<file path="src/rtl/alu_arbiter.sv">
`default_nettype none
// ============================================================================
// Module      : alu_arbiter
// Description : Round-robin sharing of one 2-stage pipelined ALU among N_REQ
//               requesters, with a tag pipeline that routes results back.
// Revision    : 1.0 - initial release
// ============================================================================
module alu_arbiter #(
    parameter int DATA_WIDTH = 32,
    parameter int N_REQ      = 4
) (
    input  logic                        clk,
    input  logic                        rstn,
    input  logic                        hold,
    input  logic [N_REQ-1:0]            req_valid,
    output logic [N_REQ-1:0]            req_ready,
    input  logic [3*N_REQ-1:0]          req_ctrl,
    input  logic [DATA_WIDTH*N_REQ-1:0] req_in0,
    input  logic [DATA_WIDTH*N_REQ-1:0] req_in1,
    output logic [2:0]                  alu_ctrl,
    output logic [DATA_WIDTH-1:0]       alu_in0,
    output logic [DATA_WIDTH-1:0]       alu_in1,
    input  logic [DATA_WIDTH-1:0]       alu_out,
    output logic [N_REQ-1:0]            rsp_valid,
    output logic [DATA_WIDTH-1:0]       rsp_data,
    output logic                        busy
);

    localparam int IDX_W = $clog2(N_REQ);
    localparam int SUM_W = IDX_W + 1;

    logic [2:0]            w_ctrl [N_REQ];
    logic [DATA_WIDTH-1:0] w_in0  [N_REQ];
    logic [DATA_WIDTH-1:0] w_in1  [N_REQ];

    genvar gi;
    generate
        for (gi = 0; gi < N_REQ; gi++) begin : g_unpack
            assign w_ctrl[gi] = req_ctrl[3*gi +: 3];
            assign w_in0[gi]  = req_in0[DATA_WIDTH*gi +: DATA_WIDTH];
            assign w_in1[gi]  = req_in1[DATA_WIDTH*gi +: DATA_WIDTH];
        end
    endgenerate

    logic [IDX_W-1:0] r_rr_ptr;
    logic [2:0]       r_alu_ctrl;
    logic             r_s0_vld;
    logic [IDX_W-1:0] r_s0_idx;
    logic             r_s1_vld;
    logic [IDX_W-1:0] r_s1_idx;
    logic [N_REQ-1:0] r_rsp_valid;
    logic [DATA_WIDTH-1:0] r_rsp_data;

    logic             w_grant_vld;
    logic [IDX_W-1:0] w_grant_idx;
    logic [SUM_W-1:0] w_sum;
    logic [N_REQ-1:0] w_ready;
    logic [IDX_W-1:0] w_ptr_next;

    // Search from r_rr_ptr upward, wrapping modulo N_REQ (which need not be a power of 2).
    always_comb begin
        w_grant_vld = 1'b0;
        w_grant_idx = '0;
        w_sum       = '0;
        if (rstn && !hold) begin
            for (int k = 0; k < N_REQ; k++) begin
                w_sum = {1'b0, r_rr_ptr} + SUM_W'(k);
                if (w_sum >= SUM_W'(N_REQ)) begin
                    w_sum = w_sum - SUM_W'(N_REQ);
                end
                if (!w_grant_vld && req_valid[w_sum[IDX_W-1:0]]) begin
                    w_grant_vld = 1'b1;
                    w_grant_idx = w_sum[IDX_W-1:0];
                end
            end
        end
    end

    always_comb begin
        w_ready = '0;
        if (w_grant_vld) begin
            w_ready[w_grant_idx] = 1'b1;
        end
    end

    assign w_ptr_next = (w_grant_idx == IDX_W'(N_REQ - 1)) ? '0 : w_grant_idx + IDX_W'(1);

    assign req_ready = w_ready;
    assign alu_in0   = w_grant_vld ? w_in0[w_grant_idx] : '0;
    assign alu_in1   = w_grant_vld ? w_in1[w_grant_idx] : '0;
    assign alu_ctrl  = r_alu_ctrl;
    assign rsp_valid = r_rsp_valid;
    assign rsp_data  = r_rsp_data;
    assign busy      = (|w_ready) | r_s0_vld | r_s1_vld;

    always_ff @(posedge clk or negedge rstn) begin
        if (!rstn) begin
            r_rr_ptr    <= '0;
            r_alu_ctrl  <= '0;
            r_s0_vld    <= 1'b0;
            r_s0_idx    <= '0;
            r_s1_vld    <= 1'b0;
            r_s1_idx    <= '0;
            r_rsp_valid <= '0;
            r_rsp_data  <= '0;
        end else begin
            if (w_grant_vld) begin
                r_rr_ptr   <= w_ptr_next;
                r_alu_ctrl <= w_ctrl[w_grant_idx];
            end
            r_s0_vld <= w_grant_vld;
            r_s0_idx <= w_grant_idx;
            r_s1_vld <= r_s0_vld;
            r_s1_idx <= r_s0_idx;
            // Stage 1 lines up with the ALU result register output.
            r_rsp_valid <= '0;
            if (r_s1_vld) begin
                r_rsp_valid[r_s1_idx] <= 1'b1;
                r_rsp_data            <= alu_out;
            end
        end
    end

endmodule
`default_nettype wire

</file>
<file path="config.mk">
export PLATFORM = sky130hd
export DESIGN_NAME = alu_arbiter
export DESIGN_NICKNAME = d
export VERILOG_FILES = /design/src/rtl/alu_arbiter.sv
export SDC_FILE = /design/constraint.sdc
export NUM_CORES = 1
export LEC_CHECK = 0
export CORE_AREA = 4 4 160 162
export DETAILED_ROUTE_END_ITERATION = 8
export DIE_AREA = 0 0 164 166
export PLACE_DENSITY = 0.59
export SLEW_MARGIN = 20
export SYNTH_ARGS = -nofsm -noshare
export SYNTH_HDL_FRONTEND = slang
export SYNTH_SLANG_ARGS = --single-unit
</file>
<file path="constraint.sdc">
create_clock -name clk -period 2.4 [get_ports clk]
set_clock_uncertainty 0.15 [all_clocks]
set_input_delay 0.48 -clock clk [delete_from_list [all_inputs] [get_ports clk]]
set_output_delay 0.48 -clock clk [all_outputs]
set_load 0.005 [all_outputs]
</file>
# Yosys cells after proc, flatten, opt, wreduce, memory -nomap -nowiden
# Index checks and enable logic that the tools add are counted.
# totals
out_inout_bits	108
register_bits	47
# classes
n_lt_le_gt_ge	13
n_eq_ne	1
n_reduce_logical	11
n_mux	47
add_sub_neg	8
n_bitwise	3
# ops
operator	n
32-bit 2-to-1 mux	6
32-bit binary-select mux with 2-bit select	2
2-bit 2-to-1 mux	14
2-bit by 3-bit < comparator with 1-bit output, second input constant	6
1-bit 2-to-1 mux	14
3-bit greater-or-equal comparator, second input constant	4
1-bit binary-select mux with 2-bit select	4
4-bit 2-to-1 mux	2
2-bit by 1-bit subtractor with 2-bit output, second input constant	4
2-bit by 2-bit adder with 3-bit output, second input constant	2
3-bit binary-select mux with 2-bit select	1
1-bit logical AND	6
3-bit 2-to-1 mux	2
1-bit demux with 2-bit select	2
2-bit by 1-bit greater-or-equal comparator with 1-bit output, second input constant	2
1-bit zero test	4
4-bit OR reduction	1
2-bit by 1-bit adder with 3-bit output, second input constant	1
2-bit by 3-bit greater-or-equal comparator with 1-bit output, second input constant	1
2-bit NOT with 3-bit output	1
2-bit by 1-bit adder with 2-bit output, second input constant	1
2-bit equality test, second input constant	1
1-bit OR	2

# Depth between registers and ports, before layout
# Gate-level depths: netlist of run 1.
# logic_depth
depth_word	27
depth_mapped	9

# Least setup slack after synthesis of run 1
# OpenSTA, ideal clock, no wires.
# synth_timing
path_kind	input to output
from	in req_valid[0]
to	out alu_in0[22]
n_path_buf	2
cell_stages	6
required_ns	1.770
path_slack_ns	0.070
t_arrival_ns	1.700
cell_sequence	o41ai_4 a21oi_1 buf_2 buf_2 a22oi_1 o2bb2ai_1
# synth_between
elab_chain_cells	21
elab_cells_between_ends	32
classes_between	mux (25); bitwise (1); reduce/logical (6)
# synth_lines
element	line	source
start: declaration	15	input logic [N_REQ-1:0] req_valid,
1-bit binary-select mux with 2-bit select	71	if (!w_grant_vld && req_valid[w_sum[IDX_W-1:0]]) begin
1-bit 2-to-1 mux (not written as such)	71	
1-bit 2-to-1 mux	71	
1-bit 2-to-1 mux	65	if (rstn && !hold) begin
1-bit zero test	71	
1-bit logical AND	71	
1-bit 2-to-1 mux	71	
1-bit 2-to-1 mux	65	
[4 not listed]	n/a	
1-bit zero test	71	
1-bit logical AND	71	
2-bit 2-to-1 mux	71	
2-bit 2-to-1 mux	65	
2-bit NOT with 3-bit output (not written as such)	89	assign alu_in0 = w_grant_vld ? w_in0[w_grant_idx] : '0;
32-bit binary-select mux with 2-bit select	89	
32-bit 2-to-1 mux (not written as such) (2 in series)	89	
32-bit 2-to-1 mux *	89	
end: declaration	21	output logic [DATA_WIDTH-1:0] alu_in0,
# Mark *: on every way between the ends. The rest lies on a longest branch, timed or not. The select of a mux whose other input is x is not followed.

# Final worst setup path of run 1
# layout_timing
from	reg r_rr_ptr[1]
to	out alu_in1[10]
# layout_between
elab_chain_cells	24
elab_cells_between_ends	51
classes_between	add/sub (7); order compare (4); mux (33); bitwise (1); reduce/logical (6)
# layout_lines
element	line	source
start: declaration	45	logic [IDX_W-1:0] r_rr_ptr;
start signal: assignment	108	r_rr_ptr <= w_ptr_next;
2-bit by 3-bit greater-or-equal comparator with 1-bit output or 2-bit by 1-bit subtractor with 2-bit output (tied branches)	68, 69	
2-bit 2-to-1 mux	68	if (w_sum >= SUM_W'(N_REQ)) begin
2-bit 2-to-1 mux	65	
1-bit binary-select mux with 2-bit select	71	
1-bit 2-to-1 mux (not written as such)	71	
1-bit 2-to-1 mux	71	
1-bit 2-to-1 mux	65	
1-bit zero test	71	
[8 not listed]	n/a	
1-bit logical AND	71	
2-bit 2-to-1 mux *	71	
2-bit 2-to-1 mux *	65	
net w_grant_idx[0]	55	logic [IDX_W-1:0] w_grant_idx;
2-bit NOT with 3-bit output (not written as such) *	90	assign alu_in1 = w_grant_vld ? w_in1[w_grant_idx] : '0;
32-bit binary-select mux with 2-bit select *	90	
32-bit 2-to-1 mux (not written as such) * (2 in series)	90	
32-bit 2-to-1 mux *	90	
end: declaration	22	output logic [DATA_WIDTH-1:0] alu_in1,
# Mark *: on every way through the listed nets, which the timed path passes. The rest lies on a longest branch. The select of a mux whose other input is x is not followed.

==> run summary, run 1 <==
Antenna-violating nets left: 0
Storage cell area: 1180 um2
Power Density: 415 nW/um2
Final-report max-slew violation count: 0
Final HPWL DP: 18.8 mm
Critical Path Source: r_rr_ptr[1]
RePlAce Congestion: 0.837
Die H: 166 um
Wire length of the first global-routing pass: 39.0 mm
Worst Hold Margin: 0.148 ns
GRT overflow: 0
Area growth syn-to-layout: 173%
Detailed Route Iter0 Violations: 247
Worst Setup Slack, final: -0.551 ns
R2R Setup Slk: 0.14 ns
Worst Path Arrival: 2.32 ns
GRT Total Usage: 18.6%
DRC viols: 0
Cells after synthesis: 447
Peak supply drop: 239 uV
Number of synthesized register bits: 47
CTS tree: built
Hold Vio Cnt, Final: 0
EDFF count, synth: 0
Critical Path Source Type: register
Core area: 24100 um2
Pre-CTS WS: -1.10 ns
Required time of the critical path: 1.77 ns
Avg WL per Cell: 22.3 um
Post-synthesis cell type count: 37
Via Count: 6250
Tmin final: 2.95 ns
Seq/Total Area, Yosys: 28.1%
Cell area after placement: 9170 um2
Ys flop type: dfrtp_1
Worst reg2reg path startpoint: r_rr_ptr[0]
Clk_lat worst skew: 0.28 ns
Initial antenna violation count: 0
Vias in the first global route: 6391
Clock transition at path regs: 0.06 ns
Fmax: 0.339 GHz
RSZ-0062 raised after global routing: yes
Total clock sinks: 47
Post-Syn Nets: 758
Largest net degree at the start of global routing: 48
Htree depth: 2
Leakage Power: 4.44 nW
Worst Tran Pin Value: 0.598 ns
Hold buffers post-CTS: 0
Worst r2r path cells: 10
Design Area, Final: 11400 um2
Hold WC Path Type: input pin to async pin
Post-synth ARST share: 100%
Max cap viols: 0
Failing checks: setup timing
Clock buffer depth: 2
Layout cell share with drive strength beyond 1: 41.4%
Setup_tns: -29.05 ns
# IOs: 415
Crit path max fanout: 6
Antenna Diode Count: 0
Power, Total: 4.74 mW
Worst rel slew slack: 60.1%
Tcrit/Tclk final: 123%
Multi-input logic area: 3690 um2
Setup violations, final: 69
Final Util: 47.4%
Slowest cell delay on critical path: 0.45 ns
Die extent in x: 164 um
Synthesized cell area: 4180 um2
Fill cells: 2299
CTS buffer count: 5
Capture point of the worst reg-to-reg path: alu_ctrl[1]
Post-Place Cells: 1195
Num rows: 57
Nets: 1273
Vias per cell: 4.86
Crit-path slowest cell: dfrtp_2
CP Capture Type: output pin
Die area: 27200 um2
Clock root buffer: clkbuf_16
Critical path's most frequent cell: buf_6
Initial core utilization: 17.3%
Syn avg cell area: 9.35 um2
Synth warn: 0
Input/output buffers: 414
First drt pass iteration count: 5
Non-filler cells, final: 1287
Cell chain of the critical path: mux2_4 -> o21a_4 -> nand2_4 -> nor2_4 -> clkinv_4 -> buf_6 -> buf_6 -> buf_8 -> buf_16 -> a31oi_2 -> o2bb2ai_2 -> buf_2
Final wirelength: 28.7 mm
Setup Crit Path Kind: register to output pin
Outcome: complete, but fails checks
## sequential cells by signal, summed over array words and instances (netlist names)
| register | count |
|---|---|
| rsp_data | 32 |
| rsp_valid | 4 |
| alu_ctrl | 3 |
| r_rr_ptr | 2 |
| r_s0_idx | 2 |
| r_s1_idx | 2 |
| r_s0_vld | 1 |
| r_s1_vld | 1 |
## logic make-up after synthesis
family,after synthesis,share of synthesized area [%]
simple gates,32,4.67
mux,34,9.25
compound gates,272,49.5
fa+ha+maj,4,1.20
buf+inv,58,7.24
flops,47,28.1
## worst max-delay path by stage
| stage | to | slack [ns] |
|---|---|---|
| 3_5_place_dp | alu_in1[9] | -1.10 |
| 5_1_grt | alu_in1[10] | -0.63 |
| 2_1_floorplan | alu_in0[22] | 0.07 |
| 3_3_place_gp | alu_in1[9] | -1.08 |
| 6_report | alu_in1[10] | -0.55 |
| 4_1_cts | alu_in0[27] | -0.75 |
## repair_timing
action / in CTS / in global routing
pin swaps: 39 / 68
gates cloned: 18 / 6
setup buffers: 54 / 22
endpoints found under the setup margin: 69 / 71
resized for setup: 365 / 167
## power breakdown
part           leakage (nW)  switching, mW  internal, mW
Clock                0.0900          0.287         0.596
Combinational          3.78           1.14          1.74
Sequential            0.568         0.0736         0.909
## critical path: cells and delay by family (launching register included)
family	cells	cell delay (ns)
muxes	1	0.24
AOI/OAI and AO/OA	3	0.41
DFF	1	0.45
buffers and inverters	6	0.74
and+or+nand+nor	2	0.20
## metal layers
layer | vias to the layer above | global-route usage [%] | part of all wire (%)
met3 | 45 | 4.49 | 7.8
met5 | - | 0 | 0
met2 | 314 | 33.2 | 51
li1 | 2871 | - | -
met1 | 3020 | 22.8 | 39
met4 | 0 | 3.32 | 1.9
## cell usage after synthesis, drive strengths merged, types with 2 or more instances
| library cell | count | area [um2] |
|---|---|---|
| buf | 42 | 243 |
| inv | 5 | 18.8 |
| a2111oi | 2 | 17.5 |
| o21bai | 64 | 480 |
| and3b | 2 | 17.5 |
| a211oi | 2 | 15.0 |
| nand2 | 5 | 26.3 |
| and2 | 5 | 31.3 |
| nand2b | 3 | 18.8 |
| a31oi | 64 | 400 |
| o221a | 2 | 22.5 |
| o2bb2ai | 64 | 561 |
| ha | 4 | 50.1 |
| and3 | 4 | 25.0 |
| o21ai | 2 | 10.0 |
| o22ai | 2 | 12.5 |
| mux2 | 34 | 387 |
| dfrtp | 47 | 1180 |
| clkbuf | 11 | 41.3 |
| a22oi | 64 | 480 |
| nor2 | 9 | 48.8 |
| a21oi | 2 | 10.0 |
## layout by cell type, fill, tap and decap left out, types with 6 or more instances in the layout
cell	instances
a31oi_4	15
mux2_2	33
clkbuf_16	11
a31oi_1	37
buf_2	61
buf_8	11
buf_6	36
a22oi_1	41
buf_16	16
clkdlybuf4s50_1	339
o21bai_4	13
nor2_1	6
o21bai_1	35
a31oi_2	12
dfrtp_1	45
buf_12	28
a22oi_2	23
buf_4	55
o21bai_2	16
o2bb2ai_2	32
o2bb2ai_1	28
## area by class of cell
cell class | count | share of cell area (%)
Timing Repair Buffer | 561 | 51.8
Multi-Input combinational cell | 342 | 32.3
Sequential cell | 47 | 10.3
Tap cell | 324 | 3.55
Clock buffer | 5 | 1.10
Clock inverter | 3 | 0.592
Inverter | 5 | 0.252
No activity file was read; power rests on OpenSTA's default activity.
==> run 2: changes to the inputs <==
CELL_PAD_IN_SITES_DETAIL_PLACEMENT = 0   (was unset)
CELL_PAD_IN_SITES_GLOBAL_PLACEMENT = 1   (was unset)
CORE_AREA = 4 4 159 161   (was 4 4 160 162)
CTS_CLUSTER_SIZE = 24   (was unset)
DIE_AREA = 0 0 163 165   (was 0 0 164 166)
PLACE_DENSITY = 0.81   (was 0.59)
==> run summary, run 2 (synthesis gave the netlist of run 1 again) <==
First drt pass iteration count: 4
Most frequent cells in the layout: 339 x clkdlybuf4s50_1, 66 x buf_2, 46 x buf_4
Outcome: complete, but fails checks
Max cap viols: 0
Internal power: 3.15 mW
Tcrit/Tclk final: 122%
Switch share: 32.1%
Final-report max-slew violation count: 0
CTS tree: built
GRT overflow: 0
# IOs: 415
Hold WC Path Type: input pin to async pin
Fmax: 0.341 GHz
Clock transition at path regs: 0.06 ns
Required time of the critical path: 1.77 ns
Slowest cell delay on critical path: 0.46 ns
Setup_tns: -30.12 ns
DRC viols: 0
Clock root buffer: clkbuf_16
Total clock sinks: 47
Initial core utilization: 17.4%
Vias per cell: 4.87
Reg power frac: 21.1%
Clock buffer depth: 2
Buffers & Inverters on Critical Path: 6
Setup violations, final: 68
Peak supply drop: 274 uV
Multi-input logic area: 3800 um2
Input/output buffers: 414
Area growth syn-to-layout: 179%
Max reg flops: 32
GRT Total Usage: 18.8%
Wire length of the first global-routing pass: 38.9 mm
RSZ-0062 raised after global routing: yes
Core area: 24000 um2
Hold Vio Cnt, Final: 0
Detailed Route Iter0 Violations: 273
Storage cell area: 1180 um2
Commonest non-fill, non-tap cell in the layout: clkdlybuf4s50_1
Die extent in x: 163 um
Critical Path Source Type: register
Via Count: 6328
Final wirelength: 28.6 mm
Combinational Power Share: 61.9%
Antenna-violating nets left: 0
Worst Setup Slack, final: -0.535 ns
Cell area after placement: 9220 um2
Worst Hold Margin: 0.169 ns
Top delay family on crit path: buffers and inverters
Final HPWL DP: 18.5 mm
CP Capture Type: output pin
Nets: 1284
Setup Crit Path Kind: register to output pin
Tmin final: 2.94 ns
Power, Total: 4.65 mW
Die H: 165 um
Leakage Power: 4.57 nW
Avg WL per Cell: 22.1 um
Worst Path Arrival: 2.31 ns
Worst Tran Pin Value: 0.587 ns
Power Density: 398 nW/um2
RePlAce Congestion: 0.864
Initial antenna violation count: 2
Htree depth: 2
Layout cell share with drive strength beyond 1: 44.7%
Net Switching: 1.49 mW
CTS buffer count: 5
Clock Power Share: 17.0%
Crit path max fanout: 6
Cell chain of the critical path: mux2_4 -> o21a_4 -> nand2_4 -> nor2_4 -> inv_6 -> nor2_4 -> buf_6 -> buf_12 -> buf_16 -> buf_12 -> o2bb2ai_2 -> buf_2
Failing checks: setup timing
Crit-path slowest cell: dfrtp_2
Design Area, Final: 11700 um2
Num rows: 57
Clk_lat worst skew: 0.28 ns
Vias in the first global route: 6667
Fill cells: 2268
Die area: 26900 um2
Largest net degree at the start of global routing: 48
Worst rel slew slack: 60.9%
## run 2: cell types whose count changed in the layout (fill, tap and decap cells not counted), moves of 9 or more
cell,previous run,this run
buf_4,55,46
buf_6,36,45
o2bb2ai_1,28,17
buf_12,28,40
o2bb2ai_2,32,41
a22oi_2,23,42
a22oi_1,41,22
o21bai_1,35,44
## run 2: path summary, 6_finish.rpt
path                              from     endpoint  slack, ns  cells past startpoint
hold reg to reg            r_s0_idx[1]  r_s1_idx[1]       0.20                      0
setup reg to reg           r_rr_ptr[1]  alu_ctrl[1]       0.09                     11
hold / removal                    rstn  r_rr_ptr[1]       0.17                      2
setup / recovery           r_rr_ptr[1]   alu_in1[5]      -0.54                     12
min in group clk           r_s0_idx[1]  r_s1_idx[1]       0.20                      0
max in group asynchronous         rstn  r_rr_ptr[0]       1.51                      2
## run 2: through the flow
step	util (%)	setup WS, ns	std cells
2_1_floorplan	-	0.0704	447
3_5_place_dp	38.5	-1.16	1195
6_report	48.7	-0.535	1299
5_1_grt	48.7	-0.628	1299
4_1_cts	46.2	-0.587	1295
3_3_place_gp	38.5	-1.13	1195
## run 2: worst reg2reg max path, stage by stage, from the launching register on
cell and delay (ns):
dfrtp_2 0.46, buf_6 0.14, nand2b_4 0.13, o221a_4 0.11, and3_4 0.19, buf_12 0.14, buf_12 0.13, buf_12 0.13
buf_8 0.12, buf_4 0.14, o221a_1 0.11, a221o_1 0.25
## run 2: layout make-up
cell class,count,share of cell area [%]
multi-input combinational,342,32.5
inverter,5,0.225
timing repair buffer,572,52.2
tap,324,3.47
antenna,1,0.0214
clock inverter,2,0.300
sequential,47,10.1
clock buffer,6,1.19
## run 2: metal layers
metal  vias to the layer above  wire length [um]  GRT usage, %
met2                       317             14800          34.6
met3                        44              2340          4.19
met1                      3073             10900          22.2
li1                       2892                 -             -
met4                         2               606          4.27
met5                         -                13             0
## run 2: what timing repair did
item / in CTS / in global routing
pin swaps: 69 / 48
endpoints found under the setup margin: 71 / 69
hold buffers: 0 / 0
gates cloned: 17 / 4
hold endpoints to repair: 0 / 0
buffers inserted: 76 / 11
gates resized for setup: 469 / 115
## run 2: power by group through the flow
stage                     Combinational [mW]  Clock [mW]  Sequential (mW)
after floorplan                        0.741           0            0.990
after global placement                  2.18           0            0.985
after detailed placement                2.19           0            0.991
after CTS                               2.68       0.819            0.981
after global routing                    3.05       0.856            0.997
final                                   2.88       0.789            0.980
==> run 3: changes to the inputs <==
CORE_AREA = 2 2 161 163   (was 4 4 159 161)
PLACE_DENSITY = 0.78   (was 0.81)
==> run summary, run 3 (synthesis gave the netlist of run 1 again) <==
Clock transition at path regs: 0.06 ns
Setup Crit Path Kind: register to output pin
Wire length of the first global-routing pass: 39.7 mm
DRC viols: 0
Vias in the first global route: 6487
Most frequent cells in the layout: 339 x clkdlybuf4s50_1, 68 x buf_2, 54 x o2bb2ai_1
Crit path max fanout: 8
Htree depth: 2
Required time of the critical path: 1.77 ns
Final HPWL DP: 17.8 mm
CP Capture Type: output pin
RePlAce Congestion: 0.802
Non-filler cells, final: 1291
Final wirelength: 28.9 mm
Max cap viols: 0
Layout cell share with drive strength beyond 1: 38.8%
Hold Vio Cnt, Final: 0
Worst Setup Slack, final: -0.537 ns
Initial antenna violation count: 1
Final-report max-slew violation count: 0
Leakage Power: 4.41 nW
Power, Total: 4.68 mW
Nets: 1270
Tcrit/Tclk final: 122%
Peak supply drop: 271 uV
Fmax: 0.341 GHz
Final Util: 45.2%
Clk_lat worst skew: 0.28 ns
Input/output buffers: 414
Max reg flops: 32
Commonest non-fill, non-tap cell in the layout: clkdlybuf4s50_1
Failing checks: setup timing
Clock root buffer: clkbuf_16
Hold WC Path Type: input pin to async pin
Vias per cell: 4.84
Die area: 26900 um2
Die extent in x: 163 um
Largest net degree at the start of global routing: 48
Clock buffer depth: 2
Total clock sinks: 47
Critical Path Source: r_rr_ptr[1]
Antenna-violating nets left: 0
Critical Path Source Type: register
# IOs: 415
Worst Path Arrival: 2.31 ns
Via Count: 6252
Avg WL per Cell: 22.4 um
Worst reg2reg path startpoint: r_rr_ptr[1]
GRT Total Usage: 19.7%
Power Density: 413 nW/um2
First drt pass iteration count: 7
Initial core utilization: 16.7%
Post-Place Cells: 1184
Pre-CTS WS: -1.24 ns
RSZ-0062 raised after global routing: yes
GRT overflow: 0
CTS tree: built
Detailed Route Iter0 Violations: 348
Die H: 165 um
Fill cells: 2410
Outcome: complete, but fails checks
Core area: 25000 um2
Num rows: 58
Worst rel slew slack: 60.6%
Setup violations, final: 68
Worst Tran Pin Value: 0.590 ns
Area growth syn-to-layout: 171%
Tmin final: 2.94 ns
CTS buffer count: 5
## run 3: cell count changes in the layout (fill, tap and decap cells not counted), sizes merged
cell / change
dlygate4sd2: -1
clkinvlp: +1
buf: -16
clkbuf: -3
bufbuf: +5
clkdlybuf4s15: +1
bufinv: -1
## run 3: report_power, final
group          internal, mW  switching (mW)  leakage (nW)
combinational          1.83            1.16          3.77
clock                 0.416           0.285        0.0731
sequential            0.909          0.0725         0.568
total                  3.16            1.52          4.41
## run 3: stage by stage
| step | hold WS (ns) | setup TNS [ns] | area [um2] |
|---|---|---|---|
| 5_1_grt | 0.226 | -36.99 | 11300 |
| 3_3_place_gp | 0.184 | -78.38 | 8970 |
| 2_1_floorplan | 0.0344 | 0 | 4180 |
| 3_5_place_dp | 0.191 | -80.86 | 8970 |
| 4_1_cts | 0.205 | -30.61 | 11000 |
| 6_report | 0.176 | -30.32 | 11300 |
## run 3: critical path: stages (launching register included)
cell	delay (ns)
dfrtp_2	0.45
mux2_4	0.33
o21a_4	0.22
nand2_4	0.07
nor2_4	0.05
inv_6	0.11
buf_8	0.15
bufbuf_16	0.27
a31oi_1	0.05
o2bb2ai_1	0.17
buf_2	0.14
## run 3: worst paths after layout
kind,endpoint,slack (ns),cells after the start
max,alu_in0[11],-0.54,10
min,rsp_valid[2],0.18,2
max reg2reg,alu_ctrl[1],0.07,10
min reg2reg,r_s1_idx[0],0.21,0
max in group asynchronous,r_rr_ptr[1],1.50,2
min in group clk,r_s1_idx[0],0.21,0
## run 3: final cells by class
cell class / count / area (um2) / share of cell area (%)
timing repair buffer: 558 / 6050 / 53.4
multi-input combinational: 342 / 3490 / 30.8
sequential: 47 / 1180 / 10.4
tap: 330 / 413 / 3.65
clock buffer: 6 / 139 / 1.23
inverter: 5 / 33.8 / 0.299
clock inverter: 2 / 16.3 / 0.144
antenna: 1 / 2.50 / 0.0221
## run 3: per-layer routing
layer  wire [um]  global-route usage (%)
met4         473                    4.55
met3        1860                    3.11
met2       15000                    37.1
met1       11600                    23.5
met5           0                       0
## run 3: what timing repair did
item,in CTS,in global routing
endpoints found under the hold margin,0,0
gates cloned,25,2
hold buffers,0,0
gates resized for setup,455,63
buffers inserted,70,7
pin swaps,118,48
setup endpoints to repair,72,72
